## src/rtl/dmem_arb_pkg.sv

```systemverilog
// Shared definitions for the two-port data-memory arbiter: default widths,
// FSM state encoding and the requester index type.
package dmem_arb_pkg;

  localparam int unsigned DEF_ADDR_W = 6;
  localparam int unsigned DEF_DATA_W = 32;

  typedef enum logic [1:0] {
    IDLE,
    ACCESS,
    RESP
  } state_t;

  typedef logic req_idx_t;

  localparam req_idx_t REQ0 = 1'b0;
  localparam req_idx_t REQ1 = 1'b1;

endpackage

```

## src/rtl/rr_arb2.sv

```systemverilog
// Two-way round-robin picker with its pointer register. The pointer names the
// requester that wins a tie and moves to the loser on every acceptance.
module rr_arb2
  import dmem_arb_pkg::*;
(
  input  logic     clk,
  input  logic     rst_n,
  input  logic     enable,
  input  logic     valid0,
  input  logic     valid1,
  output logic     grant0,
  output logic     grant1,
  output logic     accept,
  output req_idx_t winner
);

  req_idx_t ptr;

  always_comb begin
    winner = REQ0;
    if (valid0 && valid1) winner = ptr;
    else if (valid1)      winner = REQ1;
    accept = enable && (valid0 || valid1);
    grant0 = accept && (winner == REQ0);
    grant1 = accept && (winner == REQ1);
  end

  always_ff @(posedge clk or negedge rst_n) begin
    if (!rst_n) begin
      ptr <= REQ0;
    end else if (accept) begin
      ptr <= ~winner;
    end
  end

endmodule

```

## src/rtl/dmem_arbiter.sv

```systemverilog
// Arbitrates two requesters onto a single-ported data memory. Each access
// takes three cycles: accept (IDLE), memory strobe (ACCESS), completion (RESP).
module dmem_arbiter
  import dmem_arb_pkg::*;
#(
  parameter int unsigned ADDR_W = DEF_ADDR_W,
  parameter int unsigned DATA_W = DEF_DATA_W
) (
  input  logic              clk,
  input  logic              rst_n,
  input  logic              req0_valid,
  input  logic              req0_we,
  input  logic [ADDR_W-1:0] req0_addr,
  input  logic [DATA_W-1:0] req0_wdata,
  output logic              req0_ready,
  output logic              req0_rvalid,
  output logic [DATA_W-1:0] req0_rdata,
  input  logic              req1_valid,
  input  logic              req1_we,
  input  logic [ADDR_W-1:0] req1_addr,
  input  logic [DATA_W-1:0] req1_wdata,
  output logic              req1_ready,
  output logic              req1_rvalid,
  output logic [DATA_W-1:0] req1_rdata,
  output logic              mem_read,
  output logic              mem_write,
  output logic [ADDR_W-1:0] mem_addr,
  output logic [DATA_W-1:0] mem_wdata,
  input  logic [DATA_W-1:0] mem_rdata
);

  state_t            state, state_next;
  logic              accept;
  req_idx_t          winner;
  logic              we_q;
  logic [ADDR_W-1:0] addr_q;
  logic [DATA_W-1:0] wdata_q;
  req_idx_t          owner_q;

  rr_arb2 u_rr_arb2 (
    .clk    (clk),
    .rst_n  (rst_n),
    .enable (state == IDLE),
    .valid0 (req0_valid),
    .valid1 (req1_valid),
    .grant0 (req0_ready),
    .grant1 (req1_ready),
    .accept (accept),
    .winner (winner)
  );

  always_comb begin
    state_next  = state;
    mem_read    = 1'b0;
    mem_write   = 1'b0;
    req0_rvalid = 1'b0;
    req1_rvalid = 1'b0;
    unique case (state)
      IDLE: begin
        if (accept) state_next = ACCESS;
      end
      ACCESS: begin
        mem_write  = we_q;
        mem_read   = !we_q;
        state_next = RESP;
      end
      RESP: begin
        req0_rvalid = (owner_q == REQ0);
        req1_rvalid = (owner_q == REQ1);
        state_next  = IDLE;
      end
      default: state_next = IDLE;
    endcase
  end

  assign mem_addr  = addr_q;
  assign mem_wdata = wdata_q;

  always_ff @(posedge clk or negedge rst_n) begin
    if (!rst_n) begin
      state <= IDLE;
    end else begin
      state <= state_next;
    end
  end

  // The request is captured at acceptance so later input changes cannot
  // disturb the in-flight access.
  always_ff @(posedge clk or negedge rst_n) begin
    if (!rst_n) begin
      we_q       <= 1'b0;
      addr_q     <= '0;
      wdata_q    <= '0;
      owner_q    <= REQ0;
      req0_rdata <= '0;
      req1_rdata <= '0;
    end else begin
      if (state == IDLE && accept) begin
        owner_q <= winner;
        if (winner == REQ1) begin
          we_q    <= req1_we;
          addr_q  <= req1_addr;
          wdata_q <= req1_wdata;
        end else begin
          we_q    <= req0_we;
          addr_q  <= req0_addr;
          wdata_q <= req0_wdata;
        end
      end
      if (state == ACCESS && !we_q) begin
        if (owner_q == REQ1) req1_rdata <= mem_rdata;
        else                 req0_rdata <= mem_rdata;
      end
    end
  end

endmodule
```

## config.mk

```make
export PLATFORM = sky130hd
export DESIGN_NAME = dmem_arbiter
export DESIGN_NICKNAME = d
export VERILOG_FILES = /design/src/rtl/dmem_arb_pkg.sv /design/src/rtl/rr_arb2.sv /design/src/rtl/dmem_arbiter.sv
export SDC_FILE = /design/constraint.sdc
export NUM_CORES = 1
export LEC_CHECK = 0
export CAP_MARGIN = 0
export CORE_MARGIN = 2
export CORE_UTILIZATION = 60
export DETAILED_ROUTE_END_ITERATION = 7
export DONT_BUFFER_PORTS = 1
export PLACE_DENSITY = 0.81
export SKIP_CTS_REPAIR_TIMING = 1
export SLEW_MARGIN = 20
export SYNTH_ARGS = -nofsm -noshare
export SYNTH_HDL_FRONTEND = slang
export SYNTH_SLANG_ARGS = --single-unit
```

## constraint.sdc

```tcl
create_clock -name clk -period 2 [get_ports clk]
set_input_delay 0.4 -clock clk [delete_from_list [all_inputs] [get_ports clk]]
set_output_delay 0.4 -clock clk [all_outputs]
set_load 0.005 [all_outputs]
```

# Yosys cells after proc, flatten, opt, wreduce, memory -nomap -nowiden
# Index checks and enable logic that the tools add are counted.
[word_totals]
mem_bits_rw = 0
mem_bits_ro = 0
n_memories = 0
regBits = 107
latchBits = 0
[op_classes]
mux = 11
multipliers = 0
reduce_logical = 11
shifts = 0
addsub = 0
n_eq_ne = 3
div = 0
order_cmp = 0
bitwise = 2
[ops]
columns = ["cell", "count"]
rows = [
  ["2-to-1 mux 32 bit", 1],
  ["2-to-1 mux 1 bit", 7],
  ["logical AND 1 bit", 6],
  ["2-to-1 mux 6 bit", 1],
  ["case mux 2 bit (2 select lines)", 1],
  ["AND reduction 2 bit", 2],
  ["equality test 2 x 1 -> 1 bit, second input constant", 1],
  ["equality test 2 bit, second input constant", 1],
  ["zero test 2 bit", 1],
  ["2-to-1 mux 2 bit", 1],
  ["!= test 2 bit, second input constant", 1],
  ["inverter 1 bit", 2],
  ["zero test 1 bit", 1],
  ["logical OR 1 bit", 1],
]

# Depth between registers and ports, before layout
[depth]
depth_word = 4
depth_mapped = 5
mapped_depth_nobuf = 4

# Hierarchy
# From an unflattened synthesis, not the netlist that was laid out.
[unflattened]
cells_unflattened = 282
area_unflattened_um2 = 4649.5
[by_module_without_submodules]
columns = ["module", "cells_per_inst", "instances", "area_per_inst_um2"]
rows = [
  ["dmem_arbiter", 273, 1, 4578.1],
  ["rr_arb2", 9, 1, 71.3],
]

# Least setup slack after synthesis
# No wires, ideal clock.
[synth_timing]
path_kind = "register to register"
start = "register state[1]"
end = "register req1_rdata[10]"
path_slack_ns = 0.517
path_stages_with_launch = 6
setup_ns = 0.125
path_buffers = 2
period_less_slack_ns = 1.483
arrival_time_ns = 1.358
path_cell_list = "dfrtp_1 > nor3b_2 > and2_1 > buf_6 > buf_12 > mux2_4"
[synth_via]
elab_chain_cells = 3
[synth_lines]
columns = ["item", "line_no", "text"]
rows = [
  ["from (decl)", "dmem_arbiter.sv:32", "state_t state, state_next;"],
  ["from (signal assigned)", "dmem_arbiter.sv:83", "state <= state_next;"],
  ["equality test 2 x 1 -> 1 bit", "dmem_arbiter.sv:110", "if (state == ACCESS && !we_q) begin"],
  ["logical AND 1 bit", "dmem_arbiter.sv:110", ""],
  ["AND reduction 2 bit (no source line)", "-", ""],
  ["to (signal assigned)", "dmem_arbiter.sv:111", "if (owner_q == REQ1) req1_rdata <= mem_rdata;"],
  ["to (decl)", "dmem_arbiter.sv:24", "output logic [DATA_W-1:0] req1_rdata,"],
]
# Every way passes these cells.
# A chain may end at the register's enable or synchronous reset.

# Final worst setup path
[layout_timing]
start = "register state[1]"
end = "output req1_ready"
[layout_via]
elab_chain_cells = 3
[layout_lines]
columns = ["item", "line_no", "text"]
rows = [
  ["zero test 2 bit", "dmem_arbiter.sv:43", ".enable (state == IDLE),"],
  ["logical AND 1 bit", "rr_arb2.sv:23", "accept = enable && (valid0 || valid1);"],
  ["logical AND 1 bit", "rr_arb2.sv:25", "grant1 = accept && (winner == REQ1);"],
  ["to (decl)", "dmem_arbiter.sv:22", "output logic req1_ready,"],
]
# Every way passes these cells.

==> metrics.md <==
| Metric | Value |
|---|---|
| Status | `finished, violations left` |
| Failing checks | `negative hold slack` |
| Lkg Pwr | `2.18 nW` |
| Area grow syn2layout | `4.52%` |
| Fillers | `528` |
| Via density | `between 6 and 7` |
| Residual DRC | `0` |
| Critical path type | `reg -> out` |
| Chip Width | `92.3 microns` |
| WHS | `-0.290 ns` |
| Top Ports | `222` |
| Min Tclk post-route | `1.85 ns` |
| Period utilisation layout | `about 92%` |
| Gpl congestion | `0.815` |
| Clock power frac | `~15%` |
| Sequential fraction of the synthesis area | `57.3%` |
| HP Class | `in -> async` |
| 1st-iter DRT viols | `100` |
| CP arrival | `1.45 ns` |
| Comb pwr share | `between 30% and 40%` |
| Post-DP HPWL | `6890 microns` |
| Yosys reg bits | `between 100 and 150` |
| Crit-path cells | `nor2_1 -> nand3b_1 -> inv_1 -> buf_4` |
| Worst slew margin | `a little over two thirds` |
| Antenna violations before repair | `0` |
| Initial Utilization | `61.1%` |
| DP Area | `4680 sq um` |
| Layout cells sized above 1 | `about a third` |
| DIE HEIGHT | `92.3 microns` |
| Sw Pwr | `2.78 mW` |
| Clock skew | `0.0149 ns` |
| Final Hold Fails | `107` |
| Critical Path End Type | `primary output` |
| Ys Warns | `0` |
| Worst path max stage delay | `0.44 ns` |
| Post-DR wirelength/cell | `24.5 microns` |
| Worst EP required | `between 1.5 and 2 ns` |
| Clk_lat worst skew | `0.37 ns` |
| Total CTS buffers | `9` |
| Reg2Reg Depth | `4` |
| CTS Root Cell | `clkbuf_8` |
| Net Sw Frac | `32.9%` |
| Die area | `around 8500 sq um` |
| Total negative setup slack | `0 ns` |
| Internal | `about 5.7 mW` |
| Post-Syn Nets | `409` |
| Total gr overflow | `0` |
| Reg clk slew, reported paths | `between 0.1 and 0.15 ns` |
| Max Cap Violations | `0` |
| Post-Route WL | `roughly 9700 microns` |
| Post-route ant nets | `0` |
| Crit Path Max Fanout | `21` |
| Worst Setup Start Kind | `register` |
| Number of clock sinks | `~110` |
| PwrDens | `1730 nW/um^2` |
| Number of detailed-route iterations in the first pass | `4` |
| Longest Clk Path Bufs | `2` |
| Wire length of the first global-routing pass | `15200 microns` |
| Max Fclk | `around 540 MHz` |
| Vias in the first global route | `between 2000 and 3000` |
| Multi-input logic area | `1750 sq um` |
| Cell area after synthesis | `4670 sq um` |
| Syn Inst Count | `295` |
| Mean post-synth cell area | `15.8 sq um` |
| FF+latch area | `2680 sq um` |
| Core Area | `7650 sq um` |
| Slew @ Worst Pin | `between 0.4 and 0.5 ns` |
| # port buffers | `0` |
| Final instance area | `4890 sq um` |
| Distinct cells, synth | `22` |
| Max IR drop VDD | `just under 0.9 mV` |
| Number of diodes | `0` |
| Slew Viols, Final | `0` |
| Gr usage total | `23.2%` |
| Largest net degree at the start of global routing | `108` |
| Critical Path Slowest Stage Cell | `dfrtp_1` |
| CTS tree | `yes` |
| Placement row count | `32` |
| Net count reported at finish | `402` |
| Routed vias | `roughly 2500` |
| H-tree Lvls | `3` |
| RSZ-0062 raised after global routing | `false` |
| Final setup viols | `0` |
| Register share of total power | `50.2%` |
==> routing by layer <==
metal  GRT usage, %  part of all wire [%]  vias to the layer above
met5              0                     0                        -
met4           8.96                   1.9                        0
met3           9.45                    10                       16
met2           36.2                    48                      151
met1           29.2                    40                     1237
li1               -                     -                     1085
==> logic make-up after synthesis <==
group,after synthesis,synth area share (%)
buffers and inverters,27,5.43
muxes,64,20.2
and+or+nand+nor,17,2.22
AOI/OAI and AO/OA,80,14.8
DFF,107,57.3
==> cell usage in the layout (no fill, tap or decap), types with 2 or more instances in the layout <==
cell type / n
mux2_2: 4
clkbuf_8: 10
o21ai_0: 2
o21a_1: 39
nor2_1: 2
clkinv_8: 2
inv_1: 2
a221o_1: 39
buf_4: 2
inv_6: 4
nand2_1: 3
buf_12: 5
mux2_4: 60
dfrtp_1: 107
nor2b_1: 2
==> registers in the layout, indices dropped and copies added (netlist names) <==
signal	cells
owner_q	1
req0_rdata	32
mem_wdata	32
req1_rdata	32
we_q	1
mem_addr	6
state	2
u_rr_arb2.ptr	1
==> final timing paths <==
check                                       to  slack [ns]     startpoint
worst max-delay path                req1_ready        0.15       state[1]
min in group clk                req1_rdata[12]        0.17  mem_rdata[12]
worst min-delay path            req0_rdata[15]       -0.29          rst_n
max in group asynchronous        mem_wdata[25]        2.13          rst_n
worst min register to register        state[1]        0.55       state[1]
worst max register to register   req0_rdata[7]        0.30       state[1]
==> power by group through the flow <==
stage | Clock [mW] | Sequential (mW) | Combinational (mW)
2_1_floorplan | 0 | 3.94 | 2.76
3_3_place_gp | 0 | 4.23 | 2.78
3_5_place_dp | 0 | 4.27 | 2.94
4_1_cts | 1.33 | 4.25 | 2.93
5_1_grt | 1.44 | 4.38 | 3.17
6_report | 1.30 | 4.24 | 2.91
==> layout make-up <==
type,instances,area share [%]
Clock buffer,10,2.82
Clock inverter,6,1.38
Inverter,2,0.154
Multi-Input combinational cell,161,35.9
Sequential cell,107,54.8
Tap cell,102,2.61
Timing Repair Buffer,7,2.36
==> synth_stat cells (all sizes together) <==
library cell | number | share of area (%)
mux2 | 64 | 20
or2 | 1 | 0.13
o21a | 39 | 6.3
inv | 2 | 0.16
buf | 15 | 4.5
dfrtp | 107 | 57
nand2 | 3 | 0.24
clkbuf | 10 | 0.80
and3b | 1 | 0.21
and2 | 2 | 0.27
nand3b | 1 | 0.16
nor2b | 2 | 0.27
a221o | 39 | 8.4
and2b | 1 | 0.16
nor2 | 3 | 0.24
nand3 | 1 | 0.11
o21ai | 2 | 0.21
nor3b | 2 | 0.43
==> worst max-delay path: cells and delay by family, from the launching register on <==
kind | cells | cell delay [ns]
simple gates | 2 | 0.30
buf+inv | 2 | 0.34
flops | 1 | 0.44
==> per-stage QoR <==
step	utilization [%]	power [mW]	instances	setup slack, ns
finish	63.9	8.45	395	0.153
global route	63.9	8.99	395	0.0326
CTS	63.9	8.51	395	0.149
detailed placement	61.2	7.21	379	0.303
global placement	61.2	7.01	379	0.368
floorplan	-	6.70	295	0.517
No activity file was read; power rests on OpenSTA's default activity.
